File: src/rtl/execute_stage.sv
// Execute stage: 32-bit ALU and branch compare, one-cycle result register,
// misprediction redirect with one-instruction squash and a saturating mispredict counter.
module execute_stage #(
    parameter int MISPRED_CNT_W = 16
) (
    input  logic                     clk,
    input  logic                     rst_n,
    input  logic                     in_valid,
    input  logic                     stall,
    output logic                     in_ready,
    input  logic [31:0]              data_a,
    input  logic [31:0]              data_b,
    input  logic [31:0]              rs2_value,
    input  logic [4:0]               execute_instruction,
    input  logic                     condition_branch,
    input  logic                     taken,
    input  logic [31:0]              immediate_value,
    input  logic [31:0]              pc,
    input  logic [1:0]               read_status,
    input  logic [1:0]               write_status,
    input  logic [1:0]               write_back_type,
    input  logic                     load_unsigned,
    input  logic [4:0]               destination_register_number,
    output logic                     out_valid,
    output logic [31:0]              alu_result,
    output logic [31:0]              store_data,
    output logic [1:0]               read_status_output,
    output logic [1:0]               write_status_output,
    output logic [1:0]               write_back_type_output,
    output logic                     load_unsigned_output,
    output logic [4:0]               destination_register_number_output,
    output logic                     redirect_valid,
    output logic [31:0]              redirect_pc,
    output logic [MISPRED_CNT_W-1:0] mispredict_count
);
    typedef enum logic {RUN, SQUASH} state_t;

    state_t                   state_reg, state_next;
    logic                     out_valid_reg;
    logic [31:0]              alu_result_reg, store_data_reg, redirect_pc_reg;
    logic [1:0]               read_status_reg, write_status_reg, write_back_type_reg;
    logic                     load_unsigned_reg;
    logic [4:0]               dest_reg;
    logic                     redirect_valid_reg;
    logic [MISPRED_CNT_W-1:0] mispredict_count_reg;

    logic [31:0] alu_value;
    logic        cond_true, branch_op, accept, issue, mispredict;
    logic [4:0]  shamt;

    assign shamt     = data_b[4:0];
    assign in_ready  = ~stall;
    assign accept    = in_valid & ~stall;
    assign issue     = accept && (state_reg == RUN);
    assign branch_op = (execute_instruction >= 5'd10) && (execute_instruction <= 5'd15);
    // Only flagged conditional branches consult the prediction.
    assign mispredict = issue && condition_branch && branch_op && (cond_true != taken);

    always_comb begin
        alu_value = 32'd0;
        cond_true = 1'b0;
        case (execute_instruction)
            5'd0:  alu_value = data_a + data_b;
            5'd1:  alu_value = data_a - data_b;
            5'd2:  alu_value = data_a << shamt;
            5'd3:  alu_value = {31'd0, $signed(data_a) < $signed(data_b)};
            5'd4:  alu_value = {31'd0, data_a < data_b};
            5'd5:  alu_value = data_a ^ data_b;
            5'd6:  alu_value = data_a >> shamt;
            5'd7:  alu_value = $unsigned($signed(data_a) >>> shamt);
            5'd8:  alu_value = data_a | data_b;
            5'd9:  alu_value = data_a & data_b;
            5'd10: cond_true = (data_a == data_b);
            5'd11: cond_true = (data_a != data_b);
            5'd12: cond_true = $signed(data_a) < $signed(data_b);
            5'd13: cond_true = $signed(data_a) >= $signed(data_b);
            5'd14: cond_true = data_a < data_b;
            5'd15: cond_true = data_a >= data_b;
            5'd16: alu_value = data_b;
            5'd17: alu_value = data_a + 32'd4;
            default: alu_value = 32'd0;
        endcase
        if (branch_op) alu_value = {31'd0, cond_true};
    end

    always_comb begin
        state_next = state_reg;
        if (accept) begin
            // The instruction following a mispredicted branch is dropped, then normal flow resumes.
            if (state_reg == SQUASH) state_next = RUN;
            else if (mispredict)     state_next = SQUASH;
            else                     state_next = RUN;
        end
    end

    always_ff @(posedge clk) begin
        if (!rst_n) begin
            state_reg            <= RUN;
            out_valid_reg        <= 1'b0;
            alu_result_reg       <= 32'd0;
            store_data_reg       <= 32'd0;
            read_status_reg      <= 2'd0;
            write_status_reg     <= 2'd0;
            write_back_type_reg  <= 2'd0;
            load_unsigned_reg    <= 1'b0;
            dest_reg             <= 5'd0;
            redirect_valid_reg   <= 1'b0;
            redirect_pc_reg      <= 32'd0;
            mispredict_count_reg <= '0;
        end else begin
            state_reg          <= state_next;
            redirect_valid_reg <= mispredict;
            if (!stall) begin
                out_valid_reg <= issue;
                if (issue) begin
                    alu_result_reg      <= alu_value;
                    store_data_reg      <= rs2_value;
                    read_status_reg     <= read_status;
                    write_status_reg    <= write_status;
                    write_back_type_reg <= write_back_type;
                    load_unsigned_reg   <= load_unsigned;
                    dest_reg            <= destination_register_number;
                end
            end
            if (mispredict) begin
                redirect_pc_reg <= cond_true ? (pc + immediate_value) : (pc + 32'd4);
                if (mispredict_count_reg != '1)
                    mispredict_count_reg <= mispredict_count_reg + 1'b1;
            end
        end
    end

    assign out_valid                          = out_valid_reg;
    assign alu_result                         = alu_result_reg;
    assign store_data                         = store_data_reg;
    assign read_status_output                 = read_status_reg;
    assign write_status_output                = write_status_reg;
    assign write_back_type_output             = write_back_type_reg;
    assign load_unsigned_output               = load_unsigned_reg;
    assign destination_register_number_output = dest_reg;
    assign redirect_valid                     = redirect_valid_reg;
    assign redirect_pc                        = redirect_pc_reg;
    assign mispredict_count                   = mispredict_count_reg;
endmodule

File: config.mk
export PLATFORM = sky130hd
export DESIGN_NAME = execute_stage
export DESIGN_NICKNAME = d
export VERILOG_FILES = /design/src/rtl/execute_stage.sv
export SDC_FILE = /design/constraint.sdc
export NUM_CORES = 1
export LEC_CHECK = 0
export BUFFER_PORTS_ARGS = -buffer_cell sky130_fd_sc_hd__buf_4
export CAP_MARGIN = 20
export CORE_UTILIZATION = 41
export CTS_CLUSTER_SIZE = 30
export DETAILED_ROUTE_END_ITERATION = 6
export HOLD_SLACK_MARGIN = 0.05
export PLACE_DENSITY_LB_ADDON = 0.3
export SYNTH_ARGS = -nofsm -noshare
export SYNTH_HDL_FRONTEND = slang
export SYNTH_SLANG_ARGS = --single-unit
File: constraint.sdc
create_clock -name clk -period 9 [get_ports clk]
set_clock_uncertainty 0.2 [all_clocks]
set_input_delay 0.9 -clock clk [delete_from_list [all_inputs] [get_ports clk]]
set_output_delay 0.9 -clock clk [all_outputs]
set_load 0.05 [all_outputs]
==> results of run 1 <==
per-layer routing:
metal  up-vias  GRT usage [%]  share of wire (%)
li1       8672              -                  -
met1      9111          45.69                 41
met2      1052          54.53                 45
met3       164          7.629                9.9
met4         0          15.67                4.7
met5         -              0                  0
kinds of logic (layout without fill, tap and decap cells):
| group | count (synthesis) | after routing | synth area share (%) |
|---|---|---|---|
| buffers and inverters | 280 | 481 | 6.708 |
| flip-flops | 127 | 127 | 15.60 |
| AND/OR/NAND/NOR | 790 | 790 | 22.48 |
| XOR/XNOR | 107 | 107 | 5.749 |
| AO/OA/AOI/OAI | 715 | 715 | 28.39 |
| multiplexers | 113 | 113 | 10.65 |
| other | 0 | 2 | 0 |
| adder cells (fa/ha/maj) | 134 | 134 | 10.42 |
report_power, final:
group,internal [uW],switching [uW],total [uW]
sequential,576,8.32,584
combinational,333,568,901
clock,424,284,708
through the flow:
step	setup WS, ns	cells	hold WS, ns
CTS	3.278	2984	0.2561
global route	2.802	2985	0.2710
detailed placement	2.821	2952	0.2484
global placement	2.984	2952	0.2427
floorplan	3.983	2266	0.2537
finish	3.227	2987	0.2545
final cells by class:
class / count / area [sq um] / share of cell area (%)
clock inverter: 12 / 133.9 / 0.6889
antenna: 2 / 5.005 / 0.02575
tap: 518 / 648.1 / 3.335
multi-input combinational: 1859 / 12710 / 65.39
clock buffer: 20 / 456.7 / 2.350
sequential: 127 / 2542 / 13.08
inverter: 114 / 427.9 / 2.202
timing repair buffer: 335 / 2512 / 12.93
layout by cell type, fill, tap and decap left out, types with 34 or more instances in the layout:
master | Yosys | layout
sky130_fd_sc_hd__xnor2_1 | 83 | 83
sky130_fd_sc_hd__buf_4 | 1 | 334
sky130_fd_sc_hd__nand2b_1 | 35 | 34
sky130_fd_sc_hd__a21o_1 | 43 | 43
sky130_fd_sc_hd__o21ai_0 | 153 | 153
sky130_fd_sc_hd__nand3_1 | 79 | 79
sky130_fd_sc_hd__nor2_1 | 208 | 205
sky130_fd_sc_hd__mux4_2 | 47 | 47
sky130_fd_sc_hd__mux2i_1 | 56 | 56
sky130_fd_sc_hd__inv_1 | 112 | 111
sky130_fd_sc_hd__nor3_1 | 55 | 53
sky130_fd_sc_hd__dfxtp_1 | 127 | 127
sky130_fd_sc_hd__ha_1 | 131 | 131
sky130_fd_sc_hd__a21oi_1 | 216 | 216
sky130_fd_sc_hd__a211oi_1 | 34 | 34
sky130_fd_sc_hd__nand2_1 | 272 | 272
final timing paths:
path	end	slack, ns	cells after the start
worst min-delay path	store_data[24]	0.25	2
worst max register to register	redirect_pc[30]	5.71	6
worst min register to register	store_data[24]	0.25	2
worst max-delay path	redirect_pc[11]	3.23	14
critical path, stage by stage:
cell and delay, ns:
sky130_fd_sc_hd__buf_4 0.64, sky130_fd_sc_hd__inv_1 0.18, sky130_fd_sc_hd__buf_4 0.29, sky130_fd_sc_hd__ha_1 0.39
sky130_fd_sc_hd__nor4_1 0.33, sky130_fd_sc_hd__and2_1 0.29, sky130_fd_sc_hd__nand4_1 0.18, sky130_fd_sc_hd__and4_1 0.27
sky130_fd_sc_hd__nor3_2 0.18, sky130_fd_sc_hd__nand4_2 0.19, sky130_fd_sc_hd__nor2_4 0.18, sky130_fd_sc_hd__mux2i_4 0.86
sky130_fd_sc_hd__nand2b_1 0.70, sky130_fd_sc_hd__o21ai_0 0.20
==> qor.log, run 1 <==
INFO  cells_and_area nNetsFinal=2771
INFO  grt            total_congestion_overflow_after_global_routing=0
INFO  timing         finalHoldViolCount=0
INFO  routing        detail_route.first_pass.iterations=7
INFO  grt            grt_max_degree=81
INFO  synthesis      synthesis.instances=2266
INFO  routing        post_drt_via_cell_ratio=6.361
INFO  timing         setup-tns-final=0ns
INFO  synthesis      synth.area.top_cells=sky130_fd_sc_hd__dfxtp_1 (16%), sky130_fd_sc_hd__ha_1 (10%), sky130_fd_sc_hd__a21oi_1 (6.6%)
INFO  synthesis      synth.yosys.seq_area_share=15.60%
INFO  floorplanning  pin_count=310
INFO  place          place_area=18830squm
INFO  synthesis      biggest_area_consumer_among_synthesized_cells=sky130_fd_sc_hd__dfxtp_1
INFO  cts            clock_tree_from_tritoncts=yes
INFO  floorplanning  floorplan.initialDensity=41.89%
INFO  critical_path  worstReg2RegStart=state_reg
INFO  routing        postRouteAntennaNets=0
INFO  synthesis      dominantRegCellSynth=sky130_fd_sc_hd__dfxtp_1
INFO  synthesis      synth_common_cells=sky130_fd_sc_hd__nand2_1 (272), sky130_fd_sc_hd__a21oi_1 (216), sky130_fd_sc_hd__nor2_1 (208), sky130_fd_sc_hd__o21ai_0 (153), sky130_fd_sc_hd__ha_1 (131)
INFO  synthesis      synth-seq-cells=127
INFO  cells_and_area post-route-util=49.94%
INFO  routing        drc_errors=0
INFO  place          gpl.final_weighted_congestion=1.031
INFO  cts            cts_htree_levels=4
INFO  floorplanning  die_w=201.4um
INFO  cts            cts_buffers=17
INFO  cts            worst_skew_pair_later_pin_latency=0.42ns
INFO  timing         final.period_utilization=64.14%
INFO  cts            cts-hold-fix-buffers=0
INFO  floorplanning  die_h=201.4um
INFO  power_and_ir_drop power-per-cell-area=112.8nW/um^2
INFO  grt            antenna_found_initial=1
INFO  job            maxCapViolCount=0
INFO  critical_path  crit_path_start=data_b[1]
INFO  synthesis      number_of_enable_flip_flop_cells_after_synthesis=0
INFO  timing         worst-slew-pin-transition=1.104ns
INFO  grt            grt_pass1_wl=109200um
INFO  grt            grtUsageTotal=34.85%
INFO  power_and_ir_drop design_power_total=2193uW
INFO  cts            worst_setup_hold_path_clk_slew=0.06ns
INFO  floorplanning  floorplan.rows=72
INFO  critical_path  timing.critical_path.required=9.07ns
INFO  cells_and_area area_delta_synth_final=19.22%
INFO  cts            cts_setup_buffers=0
INFO  critical_path  start_kind=primary input
INFO  synthesis      synth_cell_type_count=85
INFO  outcome        run_status=completed
INFO  power_and_ir_drop ir_worst_vdd=114.5uV
INFO  power_and_ir_drop p_leak=0.008245uW
INFO  synthesis      syn_area_per_cell=7.194squm
INFO  synthesis      syn-num-nets=2583
INFO  cells_and_area fillCellCount=3956
INFO  synthesis      yosysWarningCount=0
INFO  min_path       hold_path.startpoint=store_data[24]
INFO  routing        initialDrtViolationCount=2051
INFO  floorplanning  core-area=38920squm
INFO  cts            clock_tree.buffer_depth=2
INFO  timing         timing.max_slew.rel_slack=26.10%
INFO  synthesis      synthArstFlopShare=0%
INFO  timing         timing.final.setup_violations=0
INFO  routing        count_of_vias_placed_by_the_detailed_router=19000
INFO  grt            grt_pass1_vias=17550
INFO  synthesis      syn-cell-area=16300squm
INFO  synthesis      yosysTopAreaCellShare=15.60%
INFO  critical_path  timing.critical_path.fanout_max=67
INFO  synthesis      synth.most_common_cell=sky130_fd_sc_hd__nand2_1
INFO  routing        wl=73500um
INFO  critical_path  critPathCaptureType=flop
INFO  cts            cts_resized=0
INFO  cts            ctsRootBufferMaster=sky130_fd_sc_hd__clkbuf_16
INFO  cells_and_area drive_gt1_share=18.32%
INFO  critical_path  timing.critical_path.arrival=5.84ns
INFO  place          post-dp-hpwl=56520um
INFO  timing         post-route-min-period=5.773ns
INFO  routing        wl_per_cell=24.61um
INFO  cells_and_area layout.cell_area.non_filler=19430squm
INFO  cts            clock-sinks=127
INFO  timing         drv_slew=0
INFO  timing         max_freq=0.1732GHz
INFO  critical_path  worst-setup-path-type=in -> reg
INFO  min_path       min_path_type=reg -> reg
INFO  place          io_buffers=309
INFO  timing         grt_setup_unrepaired=false
INFO  floorplanning  die_area=40560squm
(Power assumes the default switching activity.)
==> run 2, diff against run 1 <==
==> constraint.sdc (replaced) <==
create_clock -name clk -period 5.9 [get_ports clk]
set_clock_uncertainty 0.2 [all_clocks]
set_input_delay 0.59 -clock clk [delete_from_list [all_inputs] [get_ports clk]]
set_output_delay 0.59 -clock clk [all_outputs]
set_load 0.05 [all_outputs]
==> qor.log, run 2 (same netlist as run 1, synthesis figures left out) <==
INFO  cells_and_area mostFrequentLayoutCell=sky130_fd_sc_hd__buf_4
INFO  critical_path  timing.critical_path.arrival=4.92ns
INFO  job            maxCapViolCount=0
INFO  cts            cts-hold-fix-buffers=0
INFO  cells_and_area drive_gt1_share=18.60%
INFO  critical_path  regToRegSetupSlack=2.78ns
INFO  timing         timing.final.setup_violations=0
INFO  critical_path  worst_path_largest_cell_delay=0.72ns
INFO  floorplanning  core-area=38920squm
INFO  critical_path  worstReg2RegStart=state_reg
INFO  routing        drc_errors=0
INFO  routing        initialDrtViolationCount=2596
INFO  routing        postRouteAntennaNets=0
INFO  routing        wl_per_cell=24.65um
INFO  timing         max_freq=0.2106GHz
INFO  routing        count_of_vias_placed_by_the_detailed_router=19170
INFO  power_and_ir_drop ir_worst_vdd=163.4uV
INFO  cts            worst_setup_hold_path_clk_slew=0.06ns
INFO  critical_path  worst-setup-path-type=in -> reg
INFO  cells_and_area fin_cells=2998
INFO  timing         setup-tns-final=0ns
INFO  critical_path  start_kind=primary input
INFO  critical_path  timing.critical_path.fanout_max=13
INFO  cells_and_area post-route-util=50.27%
INFO  floorplanning  die_h=201.4um
INFO  outcome        run_status=completed
INFO  place          gpl.final_weighted_congestion=1.028
INFO  power_and_ir_drop design_power_total=3423uW
INFO  place          io_buffers=309
INFO  cts            ctsRootBufferMaster=sky130_fd_sc_hd__clkbuf_16
INFO  grt            grt_max_degree=60
INFO  min_path       hold_path.startpoint=rs2_value[13]
INFO  timing         worst-slew-pin-transition=1.075ns
INFO  grt            grtUsageTotal=35.04%
INFO  critical_path  timing.critical_path.required=6.07ns
INFO  cts            cts_setup_buffers=0
INFO  cts            cts_resized=0
INFO  routing        detail_route.first_pass.iterations=7
INFO  floorplanning  floorplan.initialDensity=41.89%
INFO  floorplanning  die_w=201.4um
INFO  critical_path  crit_path_start=data_b[4]
INFO  timing         timing.max_slew.rel_slack=27.75%
INFO  cells_and_area layout_common_cells=sky130_fd_sc_hd__buf_4 (345), sky130_fd_sc_hd__nand2_1 (272), sky130_fd_sc_hd__a21oi_1 (216)
INFO  timing         final.period_utilization=80.48%
INFO  cts            clock-sinks=127
INFO  timing         grt_setup_unrepaired=false
INFO  cts            clock_tree_from_tritoncts=yes
INFO  place          dp_cells=2964
INFO  min_path       min_path_type=in -> reg
INFO  grt            grt_pass1_wl=109700um
INFO  grt            total_congestion_overflow_after_global_routing=0
INFO  floorplanning  floorplan.rows=72
INFO  floorplanning  die_area=40560squm
INFO  routing        post_drt_via_cell_ratio=6.395
INFO  place          post-dp-hpwl=57380um
INFO  cells_and_area area_delta_synth_final=20.02%
INFO  critical_path  worstPathCellList=buf_4 > inv_1 > ha_1 > inv_1 > a2111oi_0 > a211oi_1 > o21ai_0 > a21oi_1 > a311oi_1 > nor2_1 > a211oi_1 > a2111oi_0 > and4b_1
INFO  power_and_ir_drop p_leak=0.008314uW
INFO  cts            cts_htree_levels=4
INFO  routing        wl=73910um
INFO  cts            clock_tree.buffer_depth=2
INFO  cts            worst_skew_pair_later_pin_latency=0.43ns
INFO  grt            antenna_found_initial=1
INFO  cells_and_area nNetsFinal=2782
INFO  timing         post-route-min-period=4.748ns
INFO  power_and_ir_drop power-per-cell-area=174.9nW/um^2
INFO  timing         finalHoldViolCount=0
INFO  critical_path  critPathCaptureType=flop
INFO  floorplanning  pin_count=310
INFO  grt            grt_pass1_vias=17710
INFO  critical_path  cpMaxStageDelayCell=sky130_fd_sc_hd__a2111oi_0
INFO  cts            cts_buffers=17
INFO  timing         drv_slew=0
[run 2: report_power, final]
group / internal (uW) / switching [uW]
logic: 513 / 865
clock network: 732 / 421
registers: 879 / 12.7
total: 2120 / 1300
[run 2: through the flow]
stage | setup slack (ns) | instance area [sq um] | hold slack, ns
5_1_grt | 0.8929 | 19560 | 0.1967
4_1_cts | 1.368 | 19560 | 0.1915
6_report | 1.152 | 19570 | 0.2050
3_3_place_gp | 1.013 | 18910 | 0.2428
3_5_place_dp | 0.9370 | 18920 | 0.2474
2_1_floorplan | 1.193 | 16300 | 0.2537
[run 2: worst max-delay path, delay by kind of cell]
family,cells,cell delay (ns)
AO/OA/AOI/OAI,7,2.77
adder cells (fa/ha/maj),1,0.39
buffers and inverters,3,0.73
AND/OR/NAND/NOR,2,0.43
[run 2: path summary, 6_finish.rpt]
path	depth (start not counted)	endpoint
min	3	store_data[13]
max reg2reg	7	mispredict_count[14]
min reg2reg	2	store_data[5]
max	13	alu_result[31]
[run 2: final cells by class]
cell class / instances / area [sq um]
Sequential cell: 127 / 2542
Clock inverter: 12 / 180.2
Multi-Input combinational cell: 1859 / 12700
Timing Repair Buffer: 346 / 2600
Tap cell: 518 / 648.1
Inverter: 114 / 427.9
Fill cell: 3925 / 19350
Clock buffer: 20 / 456.7
Antenna cell: 2 / 5.005
[run 2: metal layers]
metal  global-route usage (%)  part of all wire [%]
met5                        0                     0
met1                    46.46                    40
met3                    7.596                    11
met2                    53.66                    43
met4                    17.05                   5.4
